[config.mk]
export PLATFORM = sky130hd
export DESIGN_NAME = seg_scan_decoder
export DESIGN_NICKNAME = d
export VERILOG_FILES = /design/src/rtl/seg_scan_pkg.sv /design/src/rtl/seg_glyph_decode.sv /design/src/rtl/seg_scan_decoder.sv
export SDC_FILE = /design/constraint.sdc
export NUM_CORES = 1
export LEC_CHECK = 0
export ABC_AREA = 1
export CORE_ASPECT_RATIO = 1.25
export CORE_MARGIN = 5
export CORE_UTILIZATION = 50
export DETAILED_ROUTE_END_ITERATION = 8
export HOLD_SLACK_MARGIN = 0.03
export PLACE_DENSITY = 0.75
export SKIP_CTS_REPAIR_TIMING = 1
export SYNTH_ARGS = -nofsm -noshare
export SYNTH_HDL_FRONTEND = slang
export SYNTH_HIERARCHICAL = 1
export SYNTH_SLANG_ARGS = --single-unit
[constraint.sdc]
create_clock -name clk -period 4.9 [get_ports clk]
set_clock_uncertainty 0.15 [all_clocks]
set_input_delay 0.98 -clock clk [delete_from_list [all_inputs] [get_ports clk]]
set_output_delay 0.98 -clock clk [all_outputs]
set_load 0.05 [all_outputs]
[src/rtl/seg_scan_pkg.sv]
// seg_scan_pkg: constants shared by the scanned seven-segment driver and decoder.
package seg_scan_pkg;
    localparam int DIGITS = 8;
    localparam logic [7:0] BUS_RST = 8'hFF;
    // Active-high abcdefg, bit0 = a; entry n is the glyph for hex digit n.
    localparam logic [15:0][6:0] GLYPHS = {
        7'h71, 7'h79, 7'h5E, 7'h39, 7'h7C, 7'h77, 7'h6F, 7'h7F,
        7'h07, 7'h7D, 7'h6D, 7'h66, 7'h4F, 7'h5B, 7'h06, 7'h3F
    };
endpackage

[src/rtl/seg_glyph_decode.sv]
// seg_glyph_decode: maps an active-high abcdefg pattern back to its hex nibble.
module seg_glyph_decode
    import seg_scan_pkg::*;
(
    input  logic [6:0] i_seg,
    output logic       o_hit,
    output logic [3:0] o_nibble
);
    always_comb begin
        o_hit = 1'b0;
        o_nibble = 4'h0;
        for (int i = 0; i < 16; i++) begin
            if (i_seg == GLYPHS[i]) begin
                o_hit = 1'b1;
                o_nibble = 4'(i);
            end
        end
    end
endmodule

[src/rtl/seg_scan_decoder.sv]
// seg_scan_decoder: reconstructs digits and decimal points from a scanned SEG/AN bus.
// Define SEG_SCAN_DEC_ERR_CNT_EN to add the saturating err_count output.
module seg_scan_decoder
    import seg_scan_pkg::*;
#(
    parameter int SETTLE_CYCLES = 4
) (
    input  logic        clk,
    input  logic        rst,
    input  logic [7:0]  seg_in,
    input  logic [7:0]  an_in,
    output logic [31:0] digits,
    output logic [7:0]  dp,
    output logic [7:0]  valid_mask,
    output logic [7:0]  bad_mask,
    output logic        frame_done,
    output logic        err
`ifdef SEG_SCAN_DEC_ERR_CNT_EN
    ,
    output logic [15:0] err_count
`endif
);
    logic [7:0]  r_seg_m, r_seg_s, r_an_m, r_an_s;
    logic [15:0] r_p;
    logic [7:0]  r_cnt;
    logic [7:0]  r_seen;
    logic [15:0] w_s;
    logic [7:0]  w_an_n;
    logic        w_stable, w_cap, w_one, w_multi, w_hit;
    logic [7:0]  w_sel;
    logic [3:0]  w_nib;

    assign w_s      = {r_an_s, r_seg_s};
    assign w_an_n   = ~w_s[15:8];
    assign w_stable = (w_s == r_p);
    assign w_cap    = w_stable && (r_cnt == 8'(SETTLE_CYCLES - 1));
    assign w_one    = (w_an_n != 8'h0) && ((w_an_n & (w_an_n - 8'd1)) == 8'h0);
    assign w_multi  = (w_an_n != 8'h0) && !w_one;
    // One-hot mask of the digit written by this capture (zero when none).
    assign w_sel    = (w_cap && w_one) ? w_an_n : 8'h0;

    seg_glyph_decode u_dec (
        .i_seg    (~w_s[6:0]),
        .o_hit    (w_hit),
        .o_nibble (w_nib)
    );

    always_ff @(posedge clk or posedge rst) begin
        if (rst) begin
            r_seg_m    <= BUS_RST;
            r_seg_s    <= BUS_RST;
            r_an_m     <= BUS_RST;
            r_an_s     <= BUS_RST;
            r_p        <= {BUS_RST, BUS_RST};
            r_cnt      <= 8'h0;
            r_seen     <= 8'h0;
            digits     <= 32'h0;
            dp         <= 8'h0;
            valid_mask <= 8'h0;
            bad_mask   <= 8'h0;
            frame_done <= 1'b0;
            err        <= 1'b0;
        end else begin
            r_seg_m    <= seg_in;
            r_seg_s    <= r_seg_m;
            r_an_m     <= an_in;
            r_an_s     <= r_an_m;
            r_p        <= w_s;
            r_cnt      <= !w_stable ? 8'h0 : (r_cnt == 8'(SETTLE_CYCLES)) ? r_cnt : r_cnt + 8'd1;
            err        <= w_cap && w_multi;
            frame_done <= &r_seen;
            r_seen     <= ((&r_seen) ? 8'h0 : r_seen) | w_sel;
            valid_mask <= valid_mask | w_sel;
            for (int i = 0; i < DIGITS; i++) begin
                if (w_sel[i]) begin
                    dp[i]       <= ~w_s[7];
                    bad_mask[i] <= !w_hit;
                    if (w_hit) digits[4*i +: 4] <= w_nib;
                end
            end
        end
    end

`ifdef SEG_SCAN_DEC_ERR_CNT_EN
    always_ff @(posedge clk or posedge rst) begin
        if (rst) err_count <= 16'h0;
        else if (err_count != 16'hFFFF && ((w_cap && w_multi) || (|w_sel && !w_hit)))
            err_count <= err_count + 16'd1;
    end
`endif
endmodule

Yosys cells after proc, flatten, opt, wreduce, memory -nomap -nowiden
Cells that the tools add are included.

Register bits: 122. Input port bits: 18. Output and inout port bits: 58. Logic and storage cells: 115.

$add $sub $neg: 2. Eq/ne operators: 20. Mux-type cells: 35. Bitwise logic cells: 6. Reduce and logical (&&, ||, !) cells: 18.

Operators with widths (number): $eq A7 B7 Y1 const B (12); $mux W4 (8); $mux W8 (4); $mux W1 (17); $eq A16 B16 Y1 (1); $or A8 B8 Y8 (2); $reduce_and A2 Y1 (8); $eq A7 B3 Y1 const B (2); $eq A7 B6 Y1 const B (2); $mux W3 (4); $add A8 B1 Y8 const B (1); $and A8 B8 Y8 (1); $eq A8 B2 Y1 const B (1); $eq A8 B3 Y1 const B (1); $logic_not A8 Y1 (1); $not A8 Y8 (1); $reduce_and A8 Y1 (1); $reduce_bool A8 Y1 (1); $sub A8 B1 Y8 const B (1); $not A7 Y7 (1); $logic_and A1 B1 Y1 (5); $mux W2 (2); $logic_not A1 Y1 (2); $ne A2 B2 Y1 const B (1); $not A1 Y1 (1).

Depth between registers and ports, before layout
Word-level depth: 19. Depth in mapped cells: 14. Mapped depth without buffers: 13.

Cells and area by module
The synthesis kept the hierarchy.

Modules (own cells, without submodules): seg_scan_decoder (instances 1, cells an instance 484, area an instance 4682.0 µm², sequential area each 3113.0 µm²); seg_glyph_decode (instances 1, cells an instance 67, area an instance 299.0 µm², sequential area each 0.0 µm²).

Worst setup path before layout
No wires, ideal clock.

Path kind: register to register. From: reg r_seg_s[4]. To: reg digits[0]. Library setup time: 0.066 ns. Arrival time: 1.951 ns. Data required time: 4.684 ns. Setup slack: 2.734 ns. Cell stages (with the launch flop): 15. Path buffers: 2. Period minus slack after synthesis: 2.166 ns. Path through: dfstp_2 inv_1 inv_2 nand2_1 nor2_1 nand2_2 nand2_1 inv_1 nand2_1 nor3_1 nand2_1 clkbuf_1 clkbuf_1 nand4_1 nand2_1.

Cells in the longest elaborated chain, start to end: 19. Elaborated cells on any way between the ends: 53. Classes of those cells: eq/ne (17); mux (32); bitwise (1); reduce/logical (3).

Ends and longest elaborated chain: from (decl) (RTL line seg_scan_decoder.sv:23) `logic [7:0] r_seg_m, r_seg_s, r_an_m, r_an_s;`; from (signal assigned) (RTL line seg_scan_decoder.sv:65) `r_seg_s <= r_seg_m;`; $not A7 Y7 (*) (RTL line seg_scan_decoder.sv:43) `.i_seg (~w_s[6:0]),`; $eq A7 B6 Y1 (RTL line seg_glyph_decode.sv:13) `if (i_seg == GLYPHS[i]) begin`; $mux W1 (15 in series) (RTL line seg_glyph_decode.sv:13); $mux W1 (*) (RTL line seg_glyph_decode.sv:13); net w_hit (RTL line seg_scan_decoder.sv:29) `logic w_stable, w_cap, w_one, w_multi, w_hit;`; $reduce_and A2 Y1 (no line) (*); to (signal, indexed assignment) (RTL line seg_scan_decoder.sv:78) `if (w_hit) digits[4*i +: 4] <= w_nib;`; to (decl) (RTL line seg_scan_decoder.sv:12) `output logic [31:0] digits,`.

Mark *: on every way through the listed nets, which the timed path passes. The rest lies on a longest branch. A chain may end at the register's enable or synchronous reset.

Worst setup path after layout
From: reg r_seg_s[5]. To: reg digits[28].

Same word-level chain as after synthesis.

==> run summary <==
Status: finished, final reports clean
Top-count cell post-synth: nand2_1
Share of cells above drive strength 1: 0.155
Vias after detailed routing: 3964
Area leader, netlist: dfrtp_1
P_sw: 0.000534 W
NumNets Final: 652
Pin count of the biggest net entering global routing: 95
Total grt overflow: 0
Die Height: 122 microns
Die width: 99.3 microns
Worst-skew pair later-pin latency: 0.41 ns
Core Area: 0.00966 sq mm
Syn Nets: 571
Ys async rst share: 1.00
Count of cell types in the netlist: 22
Wire length per cell: 14.0 microns
CP top delay family: simple AND/OR/NAND/NOR gates
Combinational share of power: 0.039
Power Density: 374 mW/mm^2
Initial DRC count: 198
Sequential share of power: 0.441
Buffer depth of the longest clock path: 2
Fin crit period: 2.96 ns
CP cell instances: inv_1, inv_1, nand3_1, nor3_1, nor2_1, nand2_1, nor2_1, nand2_1, buf_4, nand4_1, nand2_1, nand2_1
Post-synth EDFFs: 0
WL final: 10800 microns
Startpoint Class: flop
Synth Flop Type: dfrtp_1
RSZ-0062 raised after global routing: no
CTS Root Cell: clkbuf_16
CTS tree: built
Synth Register Bits: 122
Detailed Routing Iterations Pass 1: 4
Synth Warn #: 6
Largest Register: digits
Antenna violations before repair: 0
FILL cells: 766
Buf/Inv on CP: 3
DR vias/cell: 5.14
TritonCTS buffer count: 17
Synthesized cell area: 0.00498 sq mm
IO buf count: 75
Critical Setup Path Class: reg -> reg
CP arrival: 3.10 ns
Maximum clock rate: 338 MHz
Hpwl dp: 7470 microns
Clock transition at path regs: 0.05 ns
First-pass GRT wire length: 18800 microns
Final setup margin: 1.94 ns
Synth cell count leaders: nand2_1 (188), dfrtp_1 (74), inv_1 (60)
FP Rows: 40
CP required: 5.05 ns
Leak: 3.17 nW
Area share of the largest cell type after synthesis: 0.372
GRT Resource Usage Total: 0.197
Final ANT Viol Nets: 0
Clock power frac: 0.520
HP Class: reg -> reg
P_int: 0.00187 W
Via count of the first global-routing pass: 3949
Max VDD drop: 0.328 mV
DRC Markers: 0
Final GP Congestion: 0.915
H-tree depth: 4
Biggest regs: digits: 32 flops, r_p: 16 flops
Worst slew margin: 0.277
Die Area: 0.0121 sq mm
Leading post-synthesis cells by cell area: dfrtp_1 (37%), dfstp_2 (25%), nand2_1 (14%), nand4_1 (4.8%), inv_1 (4.5%)
Synthesized instance count: 551
Critical-path top delay cell: nand2_1
MaxCap Viol Count: 0
CTS sink cnt: 122
Worst-Margin Slew: 1.08 ns
Critical Path Max Stage Delay: 0.65 ns
Area grow syn2layout: 29.1%
Max Fanout on Critical Path: 28
Setup TNS: 0 ns
Pre-CTS WS: 2.00 ns
# IOs: 76
Sw frac: 0.222
Register area share after synthesis: 0.625
ANT cells: 0
CP Capture Type: flop
Synth Area per Inst: 9.04 sq um
Setup-failing EPs final: 0
Flip-flop count of the largest register after layout: 32
Fin crit share: 0.603
Initial core utilization: 0.516
Hold violation total from the final report: 0
Max-slew violation count: 0
Most used cell, CP: nand2_1
==> worst paths after layout <==
path                                 start    endpoint  slack, ns  depth (start not counted)
worst max-delay path            r_seg_s[5]  digits[28]       1.94                         12
worst min-delay path            r_seg_m[1]  r_seg_s[1]       0.21                          0
worst max register to register  r_seg_s[5]  digits[28]       1.94                         12
worst min register to register  r_seg_m[1]  r_seg_s[1]       0.21                          0
max in group asynchronous              rst   r_an_s[3]       2.53                          3
min in group asynchronous              rst       dp[0]       1.04                          2
==> metal layers <==
layer  vias to the layer above  wire length [microns]  GRT usage
li1                       1916                      -          -
met1                      1894                   4480      0.240
met2                       128                   5430      0.331
met3                        26                    683     0.0607
met4                         0                    209     0.0734
met5                         -                      0          0
==> power by group through the flow <==
stage               registers [W]   logic, W  clock network [W]
floorplan                 0.00107  0.0000640                  0
global placement          0.00107  0.0000909                  0
detailed placement        0.00108  0.0000944                  0
CTS                       0.00106  0.0000948            0.00127
global route              0.00106   0.000108            0.00132
finish                    0.00106  0.0000938            0.00125
==> through the flow <==
stage | instance area (sq um) | hold WS, ns | cells | util | total power [W]
after floorplan | 4980 | 0.195 | 551 | - | 0.00113
after global placement | 5830 | 0.196 | 739 | 0.603 | 0.00117
after detailed placement | 5830 | 0.197 | 739 | 0.603 | 0.00117
after CTS | 6430 | 0.206 | 771 | 0.666 | 0.00243
after global routing | 6430 | 0.207 | 771 | 0.666 | 0.00249
final | 6430 | 0.205 | 771 | 0.666 | 0.00240
==> final cells by class <==
cell class,instances,area [sq um],area share
well taps,126,158,0.0245
repair buffers,78,773,0.120
multi-input cells,344,1520,0.237
flip-flops and latches,122,3110,0.484
clock inverters,15,175,0.0272
inverters,69,262,0.0407
clock buffers,17,425,0.0662
==> kinds of logic after synthesis <==
| group | count (synthesis) | synth area share |
|---|---|---|
| adder cells (fa/ha/maj) | 2 | 0.00502 |
| AND/OR/NAND/NOR | 305 | 0.263 |
| AO/OA/AOI/OAI | 37 | 0.0377 |
| buffers and inverters | 85 | 0.0691 |
| flip-flops | 122 | 0.625 |
==> layout by cell type, fill, tap and decap left out <==
cell type / netlist / layout
nand3_1: 23 / 23
nor2_4: 1 / 1
nor4_1: 3 / 3
clkbuf_16: 0 / 17
clkinvlp_4: 0 / 4
bufinv_16: 0 / 3
buf_4: 5 / 3
inv_2: 9 / 9
clkinv_4: 0 / 2
clkinv_2: 0 / 4
nand2_2: 3 / 3
nor2_2: 3 / 3
ha_1: 2 / 2
dfrtp_1: 74 / 74
clkdlybuf4s50_1: 0 / 75
o21bai_1: 1 / 1
nor2_1: 36 / 36
o21ai_1: 15 / 15
inv_1: 60 / 59
inv_4: 0 / 1
nand2_1: 188 / 188
o21ai_0: 12 / 12
a21oi_1: 9 / 9
nand4_1: 38 / 38
nor3_1: 10 / 10
dfstp_2: 48 / 48
inv_6: 0 / 2
No activity file was read; power rests on OpenSTA's default activity.
